<file path="src/rtl/exe_stage_pipe.sv">
// Execute stage of the 5-stage ARM pipeline: forwarding muxes, Val2 shifter,
// ALU with NZCV status register, branch-target adder and the EXE/MEM register.
module exe_stage_pipe #(
   parameter int DW = 32,
   parameter int RW = 4
) (
   input  logic          clk,
   input  logic          rst,
   input  logic          freeze,
   input  logic [3:0]    exe_cmd,
   input  logic          wb_en_in,
   input  logic          mem_r_en_in,
   input  logic          mem_w_en_in,
   input  logic          s_in,
   input  logic          b_in,
   input  logic          imm,
   input  logic [11:0]   shift_operand,
   input  logic [23:0]   signed_imm_24,
   input  logic [DW-1:0] pc_in,
   input  logic [DW-1:0] val_Rn,
   input  logic [DW-1:0] val_Rm,
   input  logic [RW-1:0] dest_in,
   input  logic [1:0]    sel_src1,
   input  logic [1:0]    sel_src2,
   input  logic [DW-1:0] fwd_mem_val,
   input  logic [DW-1:0] fwd_wb_val,
   output logic          wb_en,
   output logic          mem_r_en,
   output logic          mem_w_en,
   output logic [DW-1:0] alu_result,
   output logic [DW-1:0] val_Rm_out,
   output logic [RW-1:0] dest,
   output logic [3:0]    status,
   output logic          branch_taken,
   output logic [DW-1:0] branch_address
);

   // Handshake: freeze is the inverse of the memory stage's ready. While it is
   // high nothing registered here may change; the same instruction is re-presented
   // on the inputs and is accepted on the first edge where freeze is low.

   logic [DW-1:0] op1;
   logic [DW-1:0] rm_f;
   logic [DW-1:0] val2;
   logic [4:0]    rot_amt;
   logic [4:0]    sh_amt;
   logic [2*DW-1:0] rot_tmp;
   logic [DW-1:0] imm8_ext;

   always_comb begin
      case (sel_src1)
         2'd1:    op1 = fwd_mem_val;
         2'd2:    op1 = fwd_wb_val;
         default: op1 = val_Rn;
      endcase
      case (sel_src2)
         2'd1:    rm_f = fwd_mem_val;
         2'd2:    rm_f = fwd_wb_val;
         default: rm_f = val_Rm;
      endcase
   end

   // Rotates use a doubled word so that an amount of 0 passes the value through.
   always_comb begin
      rot_amt  = {shift_operand[11:8], 1'b0};
      sh_amt   = shift_operand[11:7];
      imm8_ext = {{(DW-8){1'b0}}, shift_operand[7:0]};
      rot_tmp  = '0;
      val2     = '0;
      if (imm) begin
         rot_tmp = {imm8_ext, imm8_ext} >> rot_amt;
         val2    = rot_tmp[DW-1:0];
      end else if (mem_r_en_in || mem_w_en_in) begin
         val2 = {{(DW-12){1'b0}}, shift_operand};
      end else begin
         case (shift_operand[6:5])
            2'b00: val2 = rm_f << sh_amt;
            2'b01: val2 = rm_f >> sh_amt;
            2'b10: val2 = $unsigned($signed(rm_f) >>> sh_amt);
            default: begin
               rot_tmp = {rm_f, rm_f} >> sh_amt;
               val2    = rot_tmp[DW-1:0];
            end
         endcase
      end
   end

   logic [3:0]    status_q, status_d;
   logic [DW-1:0] result;
   logic [DW-1:0] add_b;
   logic [DW:0]   sum;
   logic          cin;
   logic          arith;
   logic          c_new, v_new;

   // Subtraction is op1 + ~Val2 + carry-in, so C=1 means no borrow.
   always_comb begin
      result = '0;
      add_b  = val2;
      cin    = 1'b0;
      arith  = 1'b0;
      case (exe_cmd)
         4'b0001: result = val2;
         4'b1001: result = ~val2;
         4'b0010: arith  = 1'b1;
         4'b0011: begin arith = 1'b1; cin = status_q[1]; end
         4'b0100: begin arith = 1'b1; add_b = ~val2; cin = 1'b1; end
         4'b0101: begin arith = 1'b1; add_b = ~val2; cin = status_q[1]; end
         4'b0110: result = op1 & val2;
         4'b0111: result = op1 | val2;
         4'b1000: result = op1 ^ val2;
         default: result = '0;
      endcase
      sum   = {1'b0, op1} + {1'b0, add_b} + {{DW{1'b0}}, cin};
      c_new = status_q[1];
      v_new = status_q[0];
      if (arith) begin
         result = sum[DW-1:0];
         c_new  = sum[DW];
         v_new  = (op1[DW-1] == add_b[DW-1]) && (result[DW-1] != op1[DW-1]);
      end
      if (s_in && !freeze) begin
         status_d = {result[DW-1], (result == '0), c_new, v_new};
      end else begin
         status_d = status_q;
      end
   end

   logic          wb_en_q, wb_en_d;
   logic          mem_r_en_q, mem_r_en_d;
   logic          mem_w_en_q, mem_w_en_d;
   logic [DW-1:0] alu_result_q, alu_result_d;
   logic [DW-1:0] val_Rm_out_q, val_Rm_out_d;
   logic [RW-1:0] dest_q, dest_d;

   always_comb begin
      if (freeze) begin
         wb_en_d      = wb_en_q;
         mem_r_en_d   = mem_r_en_q;
         mem_w_en_d   = mem_w_en_q;
         alu_result_d = alu_result_q;
         val_Rm_out_d = val_Rm_out_q;
         dest_d       = dest_q;
      end else begin
         wb_en_d      = wb_en_in;
         mem_r_en_d   = mem_r_en_in;
         mem_w_en_d   = mem_w_en_in;
         alu_result_d = result;
         val_Rm_out_d = rm_f;
         dest_d       = dest_in;
      end
   end

   always_ff @(posedge clk) begin
      if (rst) begin
         wb_en_q      <= 1'b0;
         mem_r_en_q   <= 1'b0;
         mem_w_en_q   <= 1'b0;
         alu_result_q <= '0;
         val_Rm_out_q <= '0;
         dest_q       <= '0;
         status_q     <= 4'b0000;
      end else begin
         wb_en_q      <= wb_en_d;
         mem_r_en_q   <= mem_r_en_d;
         mem_w_en_q   <= mem_w_en_d;
         alu_result_q <= alu_result_d;
         val_Rm_out_q <= val_Rm_out_d;
         dest_q       <= dest_d;
         status_q     <= status_d;
      end
   end

   assign wb_en      = wb_en_q;
   assign mem_r_en   = mem_r_en_q;
   assign mem_w_en   = mem_w_en_q;
   assign alu_result = alu_result_q;
   assign val_Rm_out = val_Rm_out_q;
   assign dest       = dest_q;
   assign status     = status_q;

   // Branch path is combinational; the upstream stages stall on the same freeze.
   assign branch_taken   = b_in;
   assign branch_address = pc_in + {{(DW-26){signed_imm_24[23]}}, signed_imm_24, 2'b00};

endmodule

</file>
<file path="config.mk">
export PLATFORM = sky130hd
export DESIGN_NAME = exe_stage_pipe
export DESIGN_NICKNAME = d
export VERILOG_FILES = /design/src/rtl/exe_stage_pipe.sv
export SDC_FILE = /design/constraint.sdc
export NUM_CORES = 1
export LEC_CHECK = 0
export ABC_AREA = 1
export ABC_CLOCK_PERIOD_IN_PS = 7100
export BUFFER_PORTS_ARGS = -buffer_cell sky130_fd_sc_hd__buf_2
export CORE_AREA = 5 5 180 182
export DETAILED_ROUTE_END_ITERATION = 16
export DIE_AREA = 0 0 185 187
export HOLD_SLACK_MARGIN = 0.06
export PLACE_DENSITY = 0.76
export SYNTH_ARGS = -nofsm -noshare
export SYNTH_HDL_FRONTEND = slang
export SYNTH_SLANG_ARGS = --single-unit
</file>
<file path="constraint.sdc">
create_clock -name clk -period 7.1 [get_ports clk]
set_input_delay 1.42 -clock clk [delete_from_list [all_inputs] [get_ports clk]]
set_output_delay 1.42 -clock clk [all_outputs]
set_load 0.03 [all_outputs]
</file>
==> results.json, run 1 <==
{
  "synthesis.nets": 2975,
  "hold_class": "register to register",
  "areaGrowthSynthToFinish_pct": 17.16,
  "wirelength_mm": 77.87,
  "clock-sinks": 75,
  "cts_max_level": 3,
  "grt_overflow_total": 0,
  "place_hpwl_mm": 64.49,
  "tightest_slew_ns": 1.049,
  "ys.flop_type": "dfxtp_1",
  "synthArstFlopShare": 0,
  "setup_tns_ns": 0,
  "placed_area_um2": 17290,
  "yosysSeqAreaShare": 0.1001,
  "core.rowCount": 64,
  "die_area_um2": 34600,
  "rsz0062_at_grt": "false",
  "period_needed_ns": 6.693,
  "post_cts_resized": 0,
  "vias_per_cell": 6.243,
  "syn_area_um2": 15010,
  "cap_violations": 0,
  "p_leak_nw": 9.154,
  "grt_pass1_vias": 19600,
  "drc": 0,
  "wl_met3_mm": 6.666,
  "design_area_um2": 17580,
  "io_pins": 325,
  "outcome": "finished, final reports clean",
  "synthCells": 2627,
  "fillCellCount": 3061,
  "routed.top_layer": "met5",
  "root_buffer": "clkbuf_16",
  "cts_tree": "done",
  "grt_pass1_wl_mm": 114.2,
  "hold_buffers": 0,
  "cts_buffer_depth": 2,
  "clock.fmax_mhz": 149.4,
  "gp_congestion": 1.117,
  "ant_nets": 0,
  "wl_met1_mm": 26.91,
  "setup_viol": 0,
  "crit_slowest_cell": "fa_1",
  "die_h_um": 187,
  "crit_type": "input pin to register",
  "ys_ff_latch": 75,
  "power_density_nw_per_um2": 165.6,
  "layout-drive-gt1-share": 0.2058,
  "fin_skew_ns": 0.009524,
  "dp_slack_ns": 0.2215,
  "peakVddDrop_mv": 0.1201,
  "worstPathMaxFanout": 26,
  "layout_setup_ws_ns": 0.4070,
  "clock_latency_ns": 0.36,
  "slew_violations": 0,
  "avgSynthCellArea_um2": 5.712,
  "num_vias": 20710,
  "wire_per_inst_um": 23.47,
  "grt_max_degree": 82,
  "worstSetupStartpointType": "input pin",
  "crit_required_ns": 7.41,
  "synth-edff-count": 0,
  "drt_iter0_drc": 2587,
  "dr.pass1.iters": 9,
  "antenna_found_initial": 6,
  "final_cell_mix": "nand2_1, nand3_1, buf_2, nor2_1, inv_1",
  "clk_pin_slew_worst_paths_ns": 0.07,
  "wl_met2_mm": 35.35,
  "crit_top_cell": "nand3_1",
  "cts_buffers": 9,
  "slowest_delay_ns": 0.45,
  "final_common_cell": "nand2_1",
  "period_share": 0.9427,
  "grt_usage": 0.4264,
  "yosysWarnings": 0,
  "power_mw": 2.912,
  "finalHoldViolations": 0,
  "io_buffers": 318,
  "arrival_ns": 7.00,
  "cts_setup_buffers": 0,
  "relSlewSlack": 0.3007,
  "initial_core_util": 0.4931,
  "critPathCaptureType": "register",
  "die_w_um": 185,
  "nets": 3263,
  "coreArea_um2": 30430,
  "synth.distinct_cells": 53
}
[power by group]
part	internal [mW]	switching (mW)	leakage, nW	total (mW)
registers	0.455	0.0198	0.622	0.475
clock network	0.247	0.231	0.141	0.478
logic	0.620	1.34	8.39	1.96
total	1.32	1.59	9.15	2.91
[state kept, by name, indices dropped and copies added, names as in the netlist]
name / flops
dest: 4
wb_en: 1
mem_w_en: 1
val_Rm_out: 32
mem_r_en: 1
status: 4
alu_result: 32
[metrics by stage]
| step | utilization | hold WS [ns] | cells |
|---|---|---|---|
| 6_report | 0.5778 | 0.4842 | 3318 |
| 5_1_grt | 0.5777 | 0.5115 | 3317 |
| 4_1_cts | 0.5776 | 0.4871 | 3316 |
| 3_5_place_dp | 0.5681 | 0.4687 | 3300 |
| 3_3_place_gp | 0.5681 | 0.4562 | 3300 |
| 2_1_floorplan | - | 0.5836 | 2627 |
[synth_stat cells (31+ instances only)]
| master | number | area, um^2 |
|---|---|---|
| dfxtp_1 | 75 | 1501 |
| inv_1 | 181 | 679.4 |
| nand3_1 | 496 | 2482 |
| a221o_1 | 32 | 320.3 |
| nand2_2 | 87 | 544.3 |
| nand2_1 | 599 | 2248 |
| buf_2 | 39 | 195.2 |
| ha_1 | 128 | 1602 |
| clkbuf_1 | 69 | 259.0 |
| o21ai_0 | 171 | 855.8 |
| xor2_1 | 55 | 481.7 |
| a21oi_1 | 166 | 830.8 |
| o21ai_1 | 31 | 155.2 |
| a221oi_1 | 34 | 297.8 |
| nor2_1 | 213 | 799.5 |
[final timing paths]
kind	start	to	slack (ns)	cells past startpoint
setup / recovery	sel_src2[0]	status[2]	0.41	34
hold / removal	dest[3]	dest[3]	0.48	2
setup reg to reg	status[1]	status[2]	3.25	18
hold reg to reg	dest[3]	dest[3]	0.48	2
[critical path: cells and delay by family]
family          cells  cell delay [ns]
buf+inv             5             0.58
xor+xnor            1             0.18
simple gates       20             2.49
compound gates      5             1.14
fa+ha+maj           3             1.17
[cells by family after synthesis]
| group | after synthesis | share of synthesized area |
|---|---|---|
| and+or+nand+nor | 1518 | 0.4627 |
| AOI/OAI and AO/OA | 489 | 0.1924 |
| buffers and inverters | 351 | 0.09731 |
| adders and majority gates | 131 | 0.1107 |
| DFF | 75 | 0.1001 |
| xor gates and xnor gates | 62 | 0.03619 |
| muxes | 1 | 0.0006671 |
[routing by layer]
| metal | global-route usage | vias up |
|---|---|---|
| met5 | 0 | - |
| met4 | 0.3749 | 6 |
| met3 | 0.07021 | 364 |
| met2 | 0.6924 | 1387 |
| met1 | 0.4759 | 9446 |
| li1 | - | 9510 |
[area by class of cell]
cell class,instances,area (um^2),area share
diodes,2,5.005,0.0002847
clock buffers,9,225.2,0.01281
multi-input cells,2201,12050,0.6854
repair buffers,427,2485,0.1413
clock inverters,7,65.06,0.003701
inverters,201,754.5,0.04292
well taps,396,495.5,0.02818
flip-flops and latches,75,1501,0.08540
Note: power is estimated with default switching activity, not from simulation.
==> inputs of run 2 (changes only) <==
--- a/config.mk
+++ b/config.mk
@@ -6,7 +6,7 @@
 export NUM_CORES = 1
 export LEC_CHECK = 0
 export ABC_AREA = 1
-export ABC_CLOCK_PERIOD_IN_PS = 7100
+export ABC_CLOCK_PERIOD_IN_PS = 7700
 export BUFFER_PORTS_ARGS = -buffer_cell sky130_fd_sc_hd__buf_2
 export CORE_AREA = 5 5 180 182
 export DETAILED_ROUTE_END_ITERATION = 16
==> constraint.sdc (replaced) <==
create_clock -name clk -period 7.7 [get_ports clk]
set_input_delay 1.54 -clock clk [delete_from_list [all_inputs] [get_ports clk]]
set_output_delay 1.54 -clock clk [all_outputs]
set_load 0.03 [all_outputs]
==> run 2 against run 1 <==
  * First-iteration DRC count increased by 1.4%
  * Via count increased by 0.28%
  * Register-to-register slack improved by 0.45 ns
  * Highest routed layer unchanged
==> results.json, run 2 (synthesis results as in run 1) <==
{
  "cts_setup_buffers": 0,
  "layout_setup_ws_ns": 0.5649,
  "clock-sinks": 75,
  "hold_buffers": 0,
  "setup_tns_ns": 0,
  "outcome": "finished, final reports clean",
  "dr.pass1.iters": 8,
  "ant_nets": 0,
  "die_h_um": 187,
  "wire_per_inst_um": 23.86,
  "cap_violations": 0,
  "dp.cells": 3266,
  "worstSetupStartpointType": "input pin",
  "gp_congestion": 1.089,
  "grt_overflow_total": 0,
  "io_pins": 325,
  "hold_slack_ns": 0.4734,
  "period_needed_ns": 7.135,
  "vias_per_cell": 6.327,
  "dp_slack_ns": 0.4313,
  "grt_pass1_vias": 19970,
  "crit_required_ns": 8.02,
  "coreArea_um2": 30430,
  "final_cell_mix": "nand2_1, nand3_1, buf_2, nor2_1, inv_1",
  "arrival_ns": 7.45,
  "power_mw": 2.637,
  "num_vias": 20770,
  "crit_slowest_cell": "o21bai_1",
  "post_cts_resized": 0,
  "setup_viol": 0,
  "initial_core_util": 0.4931,
  "clk_pin_slew_worst_paths_ns": 0.07,
  "drt_iter0_drc": 2623,
  "grt_max_degree": 101,
  "cts_max_level": 3,
  "layout-drive-gt1-share": 0.1965,
  "clock_latency_ns": 0.37,
  "tightest_slew_ns": 1.042,
  "die_area_um2": 34600,
  "clock.fmax_mhz": 140.2,
  "grt_usage": 0.4355,
  "fin_skew_ns": 0.01129,
  "slowest_delay_ns": 0.38,
  "antenna_found_initial": 2,
  "root_buffer": "clkbuf_16",
  "cts_tree": "done",
  "final_common_cell": "nand2_1",
  "areaGrowthSynthToFinish_pct": 15.19,
  "io_buffers": 318,
  "cts_buffer_depth": 2,
  "die_w_um": 185,
  "crit_type": "input pin to register",
  "placed_area_um2": 16990,
  "drc": 0,
  "peakVddDrop_mv": 0.1005,
  "place_hpwl_mm": 64.47,
  "crit_top_cell": "nand2_1",
  "worstPathMaxFanout": 35,
  "rsz0062_at_grt": "false",
  "design_area_um2": 17290,
  "fin_util": 0.5681,
  "nets": 3229,
  "critPathCaptureType": "register",
  "p_leak_nw": 8.978,
  "relSlewSlack": 0.3050,
  "finalHoldViolations": 0,
  "wirelength_mm": 78.35,
  "cts_buffers": 9,
  "layoutNonFillerInstCount": 3283,
  "core.rowCount": 64,
  "grt_pass1_wl_mm": 117.3,
  "slew_violations": 0,
  "fillCellCount": 3129,
  "power_density_nw_per_um2": 152.6,
  "hold_class": "register to register",
  "period_share": 0.9266
}
run 2: cell types whose count changed in the layout (fill, tap and decap cells not counted), sizes merged:
cell,change
buf,-34
diode,-1
inv,-1
clkinv,+1
run 2: critical path, delay by kind of cell:
kind,cells,cell delay (ns)
AND/OR/NAND/NOR,29,3.51
buffers and inverters,6,0.63
AO/OA/AOI/OAI,4,1.00
adder cells (fa/ha/maj),2,0.49
XOR/XNOR,1,0.23
run 2: routing by layer:
layer	track usage	vias up	routed length, um
li1	-	9439	-
met1	0.4983	9584	27430
met2	0.7077	1405	35800
met3	0.06923	340	6834
met4	0.3557	2	8272
met5	0	-	10
run 2: path summary, 6_finish.rpt:
kind | from | endpoint | slack (ns) | cells past startpoint
setup / recovery | sel_src2[0] | status[2] | 0.56 | 42
hold / removal | status[0] | status[0] | 0.47 | 2
setup reg to reg | status[1] | status[2] | 3.70 | 20
hold reg to reg | status[0] | status[0] | 0.47 | 2
run 2: report_power, final:
part / switching (mW) / internal [mW] / leakage, nW
registers: 0.0179 / 0.420 / 0.622
clock network: 0.216 / 0.227 / 0.141
logic: 1.22 / 0.533 / 8.22
run 2: area by class of cell:
cell class / instances / area (um^2) / share of cell area
Inverter: 201 / 754.5 / 0.04365
Timing Repair Buffer: 393 / 2192 / 0.1268
Multi-Input combinational cell: 2201 / 12050 / 0.6971
Tap cell: 396 / 495.5 / 0.02866
Clock inverter: 7 / 65.06 / 0.003764
Antenna cell: 1 / 2.502 / 0.0001448
Clock buffer: 9 / 225.2 / 0.01303
Sequential cell: 75 / 1501 / 0.08686
